<file path="config.mk">
export PLATFORM = sky130hd
export DESIGN_NAME = burst_bus_master
export DESIGN_NICKNAME = d
export VERILOG_FILES = /design/src/rtl/burst_bus_pkg.sv /design/src/rtl/burst_addr_gen.sv /design/src/rtl/burst_bus_master.sv
export SDC_FILE = /design/constraint.sdc
export NUM_CORES = 1
export LEC_CHECK = 0
export BUFFER_PORTS_ARGS = -buffer_cell sky130_fd_sc_hd__buf_2
export CORE_MARGIN = 1
export CORE_UTILIZATION = 47
export DETAILED_ROUTE_END_ITERATION = 8
export GPL_TIMING_DRIVEN = 0
export PLACE_DENSITY_LB_ADDON = 0.3
export SKIP_CTS_REPAIR_TIMING = 1
export SLEW_MARGIN = 20
export SYNTH_ARGS = -nofsm -noshare
export SYNTH_HDL_FRONTEND = slang
export SYNTH_HIERARCHICAL = 1
export SYNTH_SLANG_ARGS = --single-unit
</file>
<file path="constraint.sdc">
create_clock -name clock -period 2.25 [get_ports clock]
set_input_delay 0 -clock clock [delete_from_list [all_inputs] [get_ports clock]]
set_output_delay 0 -clock clock [all_outputs]
set_load 0.05 [all_outputs]
</file>
<file path="src/rtl/burst_bus_pkg.sv">
// Shared types and constants for the burst bus master and its address generator.
package burst_bus_pkg;

   typedef enum logic [1:0] {
      IDLE  = 2'd0,
      FETCH = 2'd1,
      XFER  = 2'd2,
      DONE  = 2'd3
   } state_t;

   localparam logic [1:0] ERR_NONE    = 2'd0;
   localparam logic [1:0] ERR_DIR     = 2'd1;
   localparam logic [1:0] ERR_TIMEOUT = 2'd2;
   localparam logic [1:0] ERR_WRAP    = 2'd3;

   function automatic logic is_pow2(input logic [31:0] n);
      return (n != 32'd0) && ((n & (n - 32'd1)) == 32'd0);
   endfunction

endpackage

</file>
<file path="src/rtl/burst_addr_gen.sv">
// Combinational next-beat address: plain increment, or increment confined to an
// aligned window of (beats_minus_one + 1) words for wrapping bursts.
module burst_addr_gen #(
   parameter int ADDR_W = 4,
   parameter int LEN_W  = 4
) (
   input  logic [ADDR_W-1:0] addr,
   input  logic [LEN_W-1:0]  beats_minus_one,
   input  logic              wrap,
   output logic [ADDR_W-1:0] next_addr
);

   localparam logic [ADDR_W-1:0] ADDR_ONE = ADDR_W'(1);

   logic [ADDR_W-1:0] mask;
   logic [ADDR_W-1:0] inc;

   // A power-of-two beat count minus one is exactly the in-window offset mask.
   generate
      if (LEN_W >= ADDR_W) begin : g_mask_trunc
         assign mask = beats_minus_one[ADDR_W-1:0];
      end else begin : g_mask_ext
         assign mask = {{(ADDR_W-LEN_W){1'b0}}, beats_minus_one};
      end
   endgenerate

   always_comb begin
      inc       = addr + ADDR_ONE;
      next_addr = inc;
      if (wrap) begin
         next_addr = (addr & ~mask) | (inc & mask);
      end
   end

endmodule

</file>
<file path="src/rtl/burst_bus_master.sv">
// Single-command burst master on a valid/ready slave bus, with write-data fetch,
// wrapping bursts, per-beat timeout and error reporting.
module burst_bus_master
   import burst_bus_pkg::*;
#(
   parameter int ADDR_W  = 4,
   parameter int DATA_W  = 32,
   parameter int LEN_W   = 4,
   parameter int TIMEOUT = 15
) (
   input  logic              clock,
   input  logic              reset,
   input  logic              io_start,
   input  logic              io_wr,
   input  logic              io_rd,
   input  logic              io_wrap,
   input  logic [ADDR_W-1:0] io_address,
   input  logic [LEN_W-1:0]  io_length,
   input  logic [DATA_W-1:0] io_wdata,
   input  logic              io_wdata_valid,
   output logic              io_wdata_ready,
   output logic [DATA_W-1:0] io_rdata,
   output logic              io_rdata_valid,
   output logic              io_busy,
   output logic              io_done,
   output logic              io_error,
   output logic [1:0]        io_err_code,
   output logic              bus_valid,
   output logic              bus_wr,
   output logic [ADDR_W-1:0] bus_address,
   output logic [DATA_W-1:0] bus_wdata,
   input  logic              bus_ready,
   input  logic [DATA_W-1:0] bus_rdata
);

   localparam int                WAIT_W    = $clog2(TIMEOUT + 1);
   localparam logic [WAIT_W-1:0] WAIT_LAST = WAIT_W'(TIMEOUT - 1);
   localparam logic [WAIT_W-1:0] WAIT_ONE  = WAIT_W'(1);
   localparam logic [LEN_W-1:0]  LEN_ONE   = LEN_W'(1);

   state_t            state;
   logic [LEN_W-1:0]  len_m1;
   logic [LEN_W-1:0]  beats_left;
   logic              wrap_mode;
   logic [WAIT_W-1:0] wait_cnt;
   logic [ADDR_W-1:0] next_addr;

   burst_addr_gen #(
      .ADDR_W (ADDR_W),
      .LEN_W  (LEN_W)
   ) u_addr_gen (
      .addr            (bus_address),
      .beats_minus_one (len_m1),
      .wrap            (wrap_mode),
      .next_addr       (next_addr)
   );

   // beats_left holds remaining beats minus one, so zero marks the final beat.
   always_ff @(posedge clock or negedge reset) begin
      if (!reset) begin
         state          <= IDLE;
         len_m1         <= '0;
         beats_left     <= '0;
         wrap_mode      <= 1'b0;
         wait_cnt       <= '0;
         io_wdata_ready <= 1'b0;
         io_rdata       <= '0;
         io_rdata_valid <= 1'b0;
         io_busy        <= 1'b0;
         io_done        <= 1'b0;
         io_error       <= 1'b0;
         io_err_code    <= ERR_NONE;
         bus_valid      <= 1'b0;
         bus_wr         <= 1'b0;
         bus_address    <= '0;
         bus_wdata      <= '0;
      end else begin
         io_done        <= 1'b0;
         io_error       <= 1'b0;
         io_err_code    <= ERR_NONE;
         io_rdata_valid <= 1'b0;
         case (state)
            IDLE: begin
               if (io_start) begin
                  if (io_wr == io_rd) begin
                     io_error    <= 1'b1;
                     io_err_code <= ERR_DIR;
                  end else if (io_wrap && !is_pow2(32'(io_length) + 32'd1)) begin
                     io_error    <= 1'b1;
                     io_err_code <= ERR_WRAP;
                  end else begin
                     bus_wr      <= io_wr;
                     bus_address <= io_address;
                     len_m1      <= io_length;
                     beats_left  <= io_length;
                     wrap_mode   <= io_wrap;
                     wait_cnt    <= '0;
                     io_busy     <= 1'b1;
                     if (io_wr) begin
                        io_wdata_ready <= 1'b1;
                        state          <= FETCH;
                     end else begin
                        bus_valid <= 1'b1;
                        state     <= XFER;
                     end
                  end
               end
            end
            FETCH: begin
               if (io_wdata_valid) begin
                  bus_wdata      <= io_wdata;
                  io_wdata_ready <= 1'b0;
                  bus_valid      <= 1'b1;
                  state          <= XFER;
               end
            end
            XFER: begin
               if (bus_ready) begin
                  wait_cnt    <= '0;
                  bus_address <= next_addr;
                  if (!bus_wr) begin
                     io_rdata       <= bus_rdata;
                     io_rdata_valid <= 1'b1;
                  end
                  if (beats_left == '0) begin
                     bus_valid <= 1'b0;
                     io_busy   <= 1'b0;
                     io_done   <= 1'b1;
                     state     <= DONE;
                  end else begin
                     beats_left <= beats_left - LEN_ONE;
                     if (bus_wr) begin
                        bus_valid      <= 1'b0;
                        io_wdata_ready <= 1'b1;
                        state          <= FETCH;
                     end
                  end
               end else if (wait_cnt == WAIT_LAST) begin
                  wait_cnt    <= '0;
                  bus_valid   <= 1'b0;
                  io_busy     <= 1'b0;
                  io_done     <= 1'b1;
                  io_error    <= 1'b1;
                  io_err_code <= ERR_TIMEOUT;
                  state       <= DONE;
               end else begin
                  wait_cnt <= wait_cnt + WAIT_ONE;
               end
            end
            DONE: begin
               state <= IDLE;
            end
            default: begin
               state <= IDLE;
            end
         endcase
      end
   end

endmodule

</file>
==> impl_results.md <==
* Status: completed
* Power per cell area at around 1500 mW/mm^2
* Fraction of layout instances using a drive strength above 1 at approximately 47%
* Synth Area in XOR/XNOR at 0.860%
* Max-slew headroom at between 50% and 60%
* Post-synth EDFFs at 0
* Antenna-violating nets left at 0
* Hold Crit Class: input pin to flop
* Global-route wire length before repair at 13,500 um
* H-tree depth at 3
* VDD IR max at 0.711 mV
* Critical Path Source Type: input pin
* Post-synth top area share at between 50% and 60%
* Top_reg_cell synth: dfrtp_1
* Routed vias at around 3,400
* Root Buffer: clkbuf_8
* Final Cell Area at approximately 0.0060 mm^2
* Critical Path End Type: flop
* Core footprint at approximately 0.0083 mm^2
* Setup violators final at 0
* Initial DRC Count at 138
* Diode count at 0
* Crit path DAT at 2.37 ns
* Vias in the first global route at 2,854
* Pins over their slew limit at 0
* Crit path cell chain: dlygate4sd3_1, buf_2, ha_1, mux2i_1, a311oi_4, o31ai_4, nand3_4, mux2_4
* Max-cap check violation count at 0
* Synth Area in Compound Gates at a little over a tenth
* CP peak stage delay at 0.52 ns
* Clock-pin slew on the worst setup and hold paths at approximately 0.09 ns
* Ports at about 160
* Layout Area Growth over Synthesis at 46.8%
* Synth warn at 6
* Tmin final at about 2.1 ns
* Fraction of registers with async set/reset at 100%
* Fin crit share at roughly 94%
* Setup TNS Final at 0 ns
* CTS tree: built
* Via density at 5.15
* Cell area after synthesis at between 0.004 and 0.005 mm^2
* Crit path kind: input pin to flop
* Initial antenna violation count at 0
* Largest cells by area after synthesis: dfrtp_1 57%, mux2_2 18%, o21ai_0 2.2%, ha_1 2.2%, nor2_1 1.8%
* Drt pass-1 iters at 4
* Worst-Margin Slew at just over 0.6 ns
* Synth cell count leaders: 92 x dfrtp_1, 64 x mux2_2, 19 x nor2_1
* GRT Overall Usage at just under 20%
* CTS sink count at 92
* Post-synth cell types at 46
* Total power at roughly 9.2 mW
* Final routed DRC violation total at 0
* Skew-Pair Late Insertion Delay at roughly 0.36 ns
* Clock skew after layout at around 0.012 ns
* Clock buffer count from CTS at 9
* Seq/Total Area, Yosys at a little under three fifths
* Most instantiated library cell after synthesis: dfrtp_1
* # port buffers at 156
* GPL Wtd Cong at 0.916
* Wirelength per Cell at around 15 um
* Simple-Gate Fraction of Synth Area at under 10%
* CP top delay family: buffers and inverters
* CP bufs+invs at 2
* Slowest cell on the critical path: dlygate4sd3_1
* Reg area at between 0.002 and 0.0025 mm^2
* Drt total wl at between 10,000 and 15,000 um
* Largest net degree at the start of global routing at 54
* DP Area at 0.00501 mm^2
* Syn avg cell area at about 13 um^2
* Fillers at 587
* Grt ovf at 0
* Fmax at 471 MHz
* Clock buffer depth at 2
* Unrepaired setup endpoints after global routing: false
* Die width at 95.1 um
* Post-Synth Adder-Cell Area at 2.15%
* Final hold vios at 0
* Nets at between 600 and 700
* Cells after Synth at between 300 and 400
* Die Area at between 0.009 and 0.01 mm^2
* Die height at between 90 and 100 um
* Starting density of the core at 49.1%
* Multi-input gate area at roughly 0.0017 mm^2
* Worst Path Required at between 2 and 3 ns
* #FFs+latches synth at 92
* Worst Path Max Fanout at 9
* Row count at 33
* Main combinational cell family by area after synthesis: multiplexers
* Syn nets at between 400 and 500
* Post-DP HPWL at 6480 um
* Pleak at 2.86 nW
* Post-synthesis mux area share at 19.9%
* Biggest area consumer among synthesized cells: dfrtp_1
sequential cells by signal (all words and copies together), names as in the netlist, 2 cells and up:
name	cells
bus_wdata	32
io_rdata	32
beats_left	4
len_m1	4
wait_cnt	4
bus_address	4
state	2
io_err_code	2
worst min-delay path: stages:
cell and delay, ns:
buf_2 0.15, inv_1 0.09, o21ai_0 0.08
path summary, 6_finish.rpt:
path | from | to | slack, ns | cells after the start
setup / recovery | io_length[2] | bus_wr$_DFFE_PN0P_ | 0.13 | 8
hold / removal | io_length[0] | len_m1[0]$_DFFE_PN0P_ | 0.0004 | 3
setup reg to reg | beats_left[0]$_DFFE_PN0P_ | bus_valid$_DFFE_PN0P_ | 0.19 | 6
hold reg to reg | bus_wdata[29]$_DFFE_PN0P_ | bus_wdata[29]$_DFFE_PN0P_ | 0.51 | 1
max in group asynchronous | reset | io_rdata[10]$_DFFE_PN0P_ | 1.45 | 3
min in group asynchronous | reset | beats_left[1]$_DFFE_PN0P_ | 0.17 | 2
per-stage QoR:
stage / util (%) / setup slack (ns) / hold WS, ns / std cells
after floorplan: - / 0.409 / -0.296 / 315
after global placement: 60.0 / 0.0658 / 0.232 / 576
after detailed placement: 60.4 / 0.0354 / 0.0232 / 577
after CTS: 63.1 / 0.208 / -0.370 / 593
after global routing: 72.0 / 0.0494 / 0.00121 / 667
final: 72.0 / 0.125 / 0.000401 / 667
final cells by class:
cell class / count / area share (%)
repair buffers: 231 / 26.0
inverters: 12 / 0.754
flip-flops and latches: 92 / 38.5
clock inverters: 6 / 1.57
well taps: 105 / 2.20
clock buffers: 10 / 2.14
plain buffers: 11 / 0.838
multi-input cells: 200 / 28.0
cells by family after synthesis:
logic type | after synthesis
flip-flops | 92
multiplexers | 71
AND/OR/NAND/NOR | 61
AO/OA/AOI/OAI | 57
buffers and inverters | 23
adder cells (fa/ha/maj) | 7
XOR/XNOR | 4
cell usage in the layout (no fill, tap or decap), drive strengths merged, types with 3 or more instances in the layout:
cell         count
a21oi           11
a22oi            5
a32o             3
buf            165
clkbuf          13
dfrtp           92
dlygate4sd3     74
ha               7
inv             15
mux2            68
mux2i            3
nand2           14
nand3           13
nor2            19
nor3             4
o21ai           19
o221a            4
o22ai            3
xnor2            4
power breakdown:
group          internal [mW]  total (mW)  leakage, nW  switching [mW]
Combinational           1.53        5.04         1.64            3.51
Clock                  0.639        1.24        0.108           0.605
Sequential              2.43        2.89         1.11           0.459
Total                   4.60        9.18         2.86            4.58
metal layers:
metal / global-route usage (%) / wire length, um
met5: 0 / 0
met1: 24.8 / 4070
met4: 7.58 / 218
met3: 4.86 / 665
met2: 32.3 / 5280
Power figures use the tool's default switching activity.
